### src/rtl/axi_wr_slave_if.sv
// axi_wr_slave_if: AXI4 write address, write data and write response channels.
interface axi_wr_slave_if #(
  parameter int ID_W   = 4,
  parameter int ADDR_W = 32,
  parameter int DATA_W = 64
);
  logic [ID_W-1:0]     awid;
  logic [ADDR_W-1:0]   awaddr;
  logic [7:0]          awlen;
  logic [2:0]          awsize;
  logic [1:0]          awburst;
  logic                awvalid;
  logic                awready;
  logic [DATA_W-1:0]   wdata;
  logic [DATA_W/8-1:0] wstrb;
  logic                wlast;
  logic                wvalid;
  logic                wready;
  logic [ID_W-1:0]     bid;
  logic [1:0]          bresp;
  logic                bvalid;
  logic                bready;
  modport master (
    output awid, awaddr, awlen, awsize, awburst, awvalid, wdata, wstrb, wlast, wvalid, bready,
    input  awready, wready, bid, bresp, bvalid
  );
  modport slave (
    input  awid, awaddr, awlen, awsize, awburst, awvalid, wdata, wstrb, wlast, wvalid, bready,
    output awready, wready, bid, bresp, bvalid
  );
endinterface

### src/rtl/axi_wr_slave.sv
// axi_wr_slave: AXI4 write slave turning each W beat into a one-cycle RAM word write.
// Define AXI_WR_RANGE_CHK_EN to reject beats addressed beyond the RAM with SLVERR.
module axi_wr_slave #(
  parameter int ID_W   = 4,
  parameter int ADDR_W = 32,
  parameter int DATA_W = 64,
  parameter int MEM_AW = 16
) (
  input  logic                aclk,
  input  logic                areset,
  axi_wr_slave_if.slave       axi,
  output logic                mem_we,
  output logic [MEM_AW-1:0]   mem_addr,
  output logic [DATA_W-1:0]   mem_wdata,
  output logic [DATA_W/8-1:0] mem_wstrb
);
  localparam int STRB_W = DATA_W / 8;
  localparam int SW_LOG = $clog2(STRB_W);
  typedef enum logic [1:0] {IDLE, DATA, RESP} state_t;
  state_t              state_q, state_d;
  logic [ID_W-1:0]     id_q, id_d;
  logic [ADDR_W-1:0]   addr_q, addr_d, step, wb, nxt_addr;
  logic [7:0]          len_q, len_d, cnt_q, cnt_d;
  logic [2:0]          size_q, size_d;
  logic [1:0]          burst_q, burst_d;
  logic                err_q, err_d, nowr_q, nowr_d;
  logic                we_q, we_d;
  logic [MEM_AW-1:0]   maddr_q, maddr_d;
  logic [DATA_W-1:0]   mdata_q, mdata_d;
  logic [STRB_W-1:0]   mstrb_q, mstrb_d;
  logic                aw_hs, w_hs, b_hs, last, oor, wrap_ok, bad_size;
  // Handshake outputs are forced low while reset is held so nothing is accepted mid-reset.
  assign axi.awready = state_q == IDLE && !areset;
  assign axi.wready  = state_q == DATA && !areset;
  assign axi.bvalid  = state_q == RESP && !areset;
  assign axi.bresp   = axi.bvalid ? {err_q, 1'b0} : 2'b00;
  assign axi.bid     = id_q;
  assign mem_we      = we_q;
  assign mem_addr    = maddr_q;
  assign mem_wdata   = mdata_q;
  assign mem_wstrb   = mstrb_q;
`ifdef AXI_WR_RANGE_CHK_EN
  assign oor = |(addr_q >> (MEM_AW + SW_LOG));
`else
  assign oor = 1'b0;
`endif
  always_comb begin
    aw_hs    = axi.awvalid & axi.awready;
    w_hs     = axi.wvalid & axi.wready;
    b_hs     = axi.bvalid & axi.bready;
    wrap_ok  = axi.awlen inside {8'd1, 8'd3, 8'd7, 8'd15};
    bad_size = int'(axi.awsize) > SW_LOG;
    step     = ADDR_W'(1) << size_q;
    wb       = (ADDR_W'(len_q) + ADDR_W'(1)) * step;
    nxt_addr = burst_q == 2'b00 ? addr_q :
               burst_q == 2'b10 ? ((addr_q & ~(wb - ADDR_W'(1))) | ((addr_q + step) & (wb - ADDR_W'(1)))) :
               addr_q + step;
    last     = cnt_q == len_q;
    state_d  = state_q;
    id_d     = id_q;
    addr_d   = addr_q;
    len_d    = len_q;
    size_d   = size_q;
    burst_d  = burst_q;
    cnt_d    = cnt_q;
    err_d    = err_q;
    nowr_d   = nowr_q;
    we_d     = 1'b0;
    maddr_d  = maddr_q;
    mdata_d  = mdata_q;
    mstrb_d  = mstrb_q;
    if (aw_hs) begin
      id_d    = axi.awid;
      addr_d  = axi.awaddr;
      len_d   = axi.awlen;
      size_d  = axi.awsize;
      burst_d = axi.awburst == 2'b00 ? 2'b00 : (axi.awburst == 2'b10 && wrap_ok) ? 2'b10 : 2'b01;
      cnt_d   = '0;
      nowr_d  = bad_size;
      err_d   = bad_size || axi.awburst == 2'b11 || (axi.awburst == 2'b10 && !wrap_ok);
      state_d = DATA;
    end
    if (w_hs) begin
      we_d    = !nowr_q && !oor;
      maddr_d = addr_q[MEM_AW+SW_LOG-1:SW_LOG];
      mdata_d = axi.wdata;
      mstrb_d = axi.wstrb;
      addr_d  = nxt_addr;
      cnt_d   = cnt_q + 8'd1;
      err_d   = err_q || (axi.wlast != last) || oor;
      state_d = last ? RESP : DATA;
    end
    if (b_hs) state_d = IDLE;
  end
  always_ff @(posedge aclk) begin
    if (areset) begin
      state_q <= IDLE;
      id_q    <= '0;
      addr_q  <= '0;
      len_q   <= '0;
      size_q  <= '0;
      burst_q <= '0;
      cnt_q   <= '0;
      err_q   <= 1'b0;
      nowr_q  <= 1'b0;
      we_q    <= 1'b0;
      maddr_q <= '0;
      mdata_q <= '0;
      mstrb_q <= '0;
    end else begin
      state_q <= state_d;
      id_q    <= id_d;
      addr_q  <= addr_d;
      len_q   <= len_d;
      size_q  <= size_d;
      burst_q <= burst_d;
      cnt_q   <= cnt_d;
      err_q   <= err_d;
      nowr_q  <= nowr_d;
      we_q    <= we_d;
      maddr_q <= maddr_d;
      mdata_q <= mdata_d;
      mstrb_q <= mstrb_d;
    end
  end
endmodule

### src/flat_wrapper.sv
// flat-port wrapper written by rule: the top's interface ports become plain ports
module axi_wr_slave_flat 
#(
  parameter int ID_W   = 4,
  parameter int ADDR_W = 32,
  parameter int DATA_W = 64,
  parameter int MEM_AW = 16
)
  (aclk, areset, mem_we, mem_addr, mem_wdata, mem_wstrb, axi_awid, axi_awaddr, axi_awlen, axi_awsize, axi_awburst, axi_awvalid, axi_wdata, axi_wstrb, axi_wlast, axi_wvalid, axi_bready, axi_awready, axi_wready, axi_bid, axi_bresp, axi_bvalid);
  axi_wr_slave_if #(.ID_W(ID_W), .ADDR_W(ADDR_W), .DATA_W(DATA_W)) axi_i ();
  input  logic aclk;
  input  logic areset;
  output logic mem_we;
  output logic [MEM_AW-1:0] mem_addr;
  output logic [DATA_W-1:0] mem_wdata;
  output logic [DATA_W/8-1:0] mem_wstrb;
  input wire logic [$bits(axi_i.awid)-1:0] axi_awid;
  input wire logic [$bits(axi_i.awaddr)-1:0] axi_awaddr;
  input wire logic [$bits(axi_i.awlen)-1:0] axi_awlen;
  input wire logic [$bits(axi_i.awsize)-1:0] axi_awsize;
  input wire logic [$bits(axi_i.awburst)-1:0] axi_awburst;
  input wire logic [$bits(axi_i.awvalid)-1:0] axi_awvalid;
  input wire logic [$bits(axi_i.wdata)-1:0] axi_wdata;
  input wire logic [$bits(axi_i.wstrb)-1:0] axi_wstrb;
  input wire logic [$bits(axi_i.wlast)-1:0] axi_wlast;
  input wire logic [$bits(axi_i.wvalid)-1:0] axi_wvalid;
  input wire logic [$bits(axi_i.bready)-1:0] axi_bready;
  output wire logic [$bits(axi_i.awready)-1:0] axi_awready;
  output wire logic [$bits(axi_i.wready)-1:0] axi_wready;
  output wire logic [$bits(axi_i.bid)-1:0] axi_bid;
  output wire logic [$bits(axi_i.bresp)-1:0] axi_bresp;
  output wire logic [$bits(axi_i.bvalid)-1:0] axi_bvalid;
  assign axi_i.awid = axi_awid;
  assign axi_i.awaddr = axi_awaddr;
  assign axi_i.awlen = axi_awlen;
  assign axi_i.awsize = axi_awsize;
  assign axi_i.awburst = axi_awburst;
  assign axi_i.awvalid = axi_awvalid;
  assign axi_i.wdata = axi_wdata;
  assign axi_i.wstrb = axi_wstrb;
  assign axi_i.wlast = axi_wlast;
  assign axi_i.wvalid = axi_wvalid;
  assign axi_i.bready = axi_bready;
  assign axi_awready = axi_i.awready;
  assign axi_wready = axi_i.wready;
  assign axi_bid = axi_i.bid;
  assign axi_bresp = axi_i.bresp;
  assign axi_bvalid = axi_i.bvalid;
  axi_wr_slave #(.ID_W(ID_W), .ADDR_W(ADDR_W), .DATA_W(DATA_W), .MEM_AW(MEM_AW)) u_core (.aclk(aclk), .areset(areset), .axi(axi_i), .mem_we(mem_we), .mem_addr(mem_addr), .mem_wdata(mem_wdata), .mem_wstrb(mem_wstrb));
endmodule
### config.mk
export PLATFORM = sky130hd
export DESIGN_NAME = axi_wr_slave_flat
export DESIGN_NICKNAME = d
export VERILOG_FILES = /design/src/rtl/axi_wr_slave_if.sv /design/src/rtl/axi_wr_slave.sv /design/src/flat_wrapper.sv
export SDC_FILE = /design/constraint.sdc
export NUM_CORES = 1
export LEC_CHECK = 0
export CAP_MARGIN = 30
export CORE_ASPECT_RATIO = 0.5
export CORE_MARGIN = 8
export CORE_UTILIZATION = 30
export CTS_BUF_LIST = sky130_fd_sc_hd__clkbuf_8
export CTS_CLUSTER_SIZE = 25
export DETAILED_ROUTE_END_ITERATION = 10
export GPL_TIMING_DRIVEN = 0
export PLACE_DENSITY = 0.55
export SYNTH_ARGS = -nofsm -noshare
export SYNTH_HDL_FRONTEND = slang
export SYNTH_SLANG_ARGS = --single-unit
### constraint.sdc
create_clock -name aclk -period 6.3 [get_ports aclk]
set_input_delay 1.26 -clock aclk [delete_from_list [all_inputs] [get_ports aclk]]
set_output_delay 1.26 -clock aclk [all_outputs]
set_load 0.02 [all_outputs]
==> flow_summary_export.csv <==
group,metric,value,unit
clock_tree,insertion_delay,0.46,ns
global_routing,grt_max_degree,17,
global_routing,grt_pass1_wl,50300,µm
place,dpl_cell_area,11800,µm²
synthesis,syn_area_per_cell,7.83,µm²
clock_tree,cts.path.max_buffers,2,
global_routing,grt_antenna_before_repair,0,
synthesis,ys_types,76,
route,drtIter0Drc,519,
setup_path,cp_max_fo,8,
global_routing,overflow,0,
route,ant_nets,0,
cells_and_area,diodes,0,
power,p_switching,736,µW
timing,min_period,6.10,ns
route,vias,8969,
synthesis,syn_nets,1413,
place,dp_hpwl,26100,µm
die,dieWidth,263,µm
cells_and_area,n_fill_cell,3069,
timing,setup_viol,0,
timing,fin_ws,0.204,ns
power,p_comb_share,26.2,%
global_routing,grt_usage,17.1,%
power,peakVddDrop,0.102,mV
timing,rsz0062_at_grt,"false",
cells_and_area,syn_to_final_growth,33.3,%
timing,slew_headroom,48.7,%
power,p_leak,0.00476,µW
synthesis,yosys_warnings,0,
cells_and_area,seq_area,2750,µm²
place,dp.cells,1780,
timing,timing_hold_violations_final,0,
route,firstDrtPassIters,5,
synthesis,async_reset_ff_share,0,%
place,io_buffers,210,
setup_path,cp.arrival,6.45,ns
power,seq_power_share,40.3,%
place,place_ws,-0.0471,ns
synthesis,synth_area,9170,µm²
place,place.gp.congestion,0.874,
die,core_area,30200,µm²
clock_tree,cts_setup_buffers,0,
clock_tree,cts_htree_levels,4,
die,start_util,30.4,%
cells_and_area,drive_above_1_share,6.33,%
synthesis,synth_edf_count,0,
cells_and_area,final_area,12200,µm²
synthesis,synthFlopType,"dfxtp_1",
clock_tree,cts_sinks,137,
power,power_density,189,nW/µm²
route,via_per_inst,4.97,
power,swShare,31.8,%
die,die_h,140,µm
timing,period_share,96.8,%
route,drc,0,
route,drt-total-wl,32500,µm
min_path,hp-class,"flop to flop",
timing,clock_skew,0.0182,ns
status,status,"finished clean",
setup_path,cp.required,6.65,ns
setup_path,end_kind,"flop",
clock_tree,root_buffer,"clkbuf_8",
power,pwr-share-clk,33.4,%
run,cap_viol_max_count,0,
power,internal_power,1580,µW
cells_and_area,layout.cells.non_filler,1805,
die,dieArea,36700,µm²
die,ioPinCount,225,
clock_tree,cts_tree,"done",
synthesis,netlist_instances,1171,
timing,drv_slew,0,
clock_tree,cts_buffers,17,
die,rows,45,
synthesis,synth_seq_area_share,29.9,%
clock_tree,cts_hold_buffers,0,
route,wl_per_cell,18.0,µm
cells_and_area,final_nets,1635,
global_routing,grt_pass1_vias,8907,
setup_path,worstSetupPathType,"flop to flop",
timing,max_freq,0.164,GHz
setup_path,startpoint_type,"flop",
clock_tree,cts.clk_slew.worst_paths,0.08,ns
cells_and_area,multiInputGateArea,5920,µm²
timing,worstMarginPinSlew,0.769,ns
synthesis,synth-seq-cells,137,
==> cell usage in the layout (no fill, tap or decap), types with 7 or more instances in the layout <==
master,Yosys,final
a211oi_1,10,10
a21o_1,8,8
a21oi_1,144,143
a311oi_1,8,8
and2_1,8,8
and3_1,10,10
buf_2,13,13
clkbuf_1,41,33
clkbuf_8,0,19
clkdlybuf4s50_1,0,210
dfxtp_1,137,130
dfxtp_2,0,7
fa_1,47,47
ha_1,68,67
inv_1,77,77
nand2_1,289,289
nand2b_1,11,11
nand3_1,23,23
nor2_1,79,78
nor2b_1,8,8
nor3_1,11,11
o211ai_1,10,10
o21ai_0,22,22
xnor2_1,21,19
xor2_1,15,13
==> power by group through the flow <==
stage	clock [µW]	combinational, µW	sequential [µW]
after detailed placement	0	608	947
after CTS	789	608	930
after global placement	0	601	946
after floorplan	0	366	958
final	775	607	934
after global routing	826	665	938
==> cell families (layout without fill, tap and decap cells) <==
kind of cell               count (synthesis)  in the layout  share of synthesized area, %
other                                      1              1                        0.0409
DFF                                      137            137                          29.9
muxes                                      7              7                         0.833
and+or+nand+nor                          473            473                          22.3
xor gates and xnor gates                  36             36                          3.44
adders and majority gates                115            115                          19.5
buffers and inverters                    141            376                          6.11
AOI/OAI and AO/OA                        261            261                          17.8
==> timing repair <==
action                     4_1_cts  5_1_grt
cloned                           0        0
setup endpoints to repair        6       11
resized for setup                6       14
pin swaps                        0        2
==> layout make-up <==
cell class | count | area share, %
Buffer | 56 | 1.99
Clock buffer | 19 | 2.14
Multi-Input combinational cell | 893 | 48.4
Clock inverter | 13 | 1.24
Sequential cell | 137 | 22.5
Inverter | 78 | 2.40
Tap cell | 399 | 4.08
Timing Repair Buffer | 210 | 17.2
==> cell usage after synthesis (13+ instances only) <==
library cell    n  area (µm²)
nand2_1       289        1080
a21oi_1       144         721
dfxtp_1       137        2740
nor2_1         79         297
inv_1          77         289
ha_1           68         851
fa_1           47         941
clkbuf_1       41         154
nand3_1        23         115
o21ai_0        22         110
xnor2_1        21         184
xor2_1         15         131
buf_2          13        65.1
==> worst max-delay path, stage by stage, from the launching register on <==
cell and delay [ns]:
dfxtp_1 0.60, and3_1 0.22, nand3_1 0.14, nor2_1 0.21
xor2_2 0.41, nand2_1 0.11, ha_1 0.32, fa_1 0.54
inv_1 0.05, fa_1 0.51, fa_1 0.52, ha_1 0.32
ha_1 0.31, buf_6 0.14, a21o_1 0.18, a21o_1 0.20
a221o_1 0.39, or3_1 0.33, a21oi_2 0.26, o211ai_1 0.14
o31ai_1 0.09
==> routing by layer <==
layer | wire, µm | track usage [%] | part of all wire [%] | vias up
met5 | 0 | 0 | 0 | -
met4 | 371 | 3.80 | 1.1 | 0
met3 | 1270 | 2.13 | 3.9 | 32
met2 | 16500 | 30.9 | 51 | 202
met1 | 14300 | 21.6 | 44 | 4381
li1 | - | - | - | 4354
==> worst paths after layout <==
kind / start / end / slack, ns / cells past startpoint
setup reg to reg: u_core.len_q[4] / flop / 0.20 / 20
hold / removal: u_core.nowr_q / u_core.mem_we / 0.42 / 1
setup / recovery: u_core.len_q[4] / flop / 0.20 / 20
hold reg to reg: u_core.nowr_q / u_core.mem_we / 0.42 / 1
==> stage by stage <==
stage / TNS [ns] / hold slack [ns] / total power [µW] / util, %
global route: 0 / 0.431 / 2430 / 40.5
detailed placement: -0.118 / 0.405 / 1550 / 39.0
global placement: -5.70 / 0.401 / 1550 / 39.0
CTS: 0 / 0.416 / 2330 / 40.4
floorplan: 0 / 0.392 / 1320 / -
finish: 0 / 0.417 / 2320 / 40.5
(Power assumes the default switching activity.)
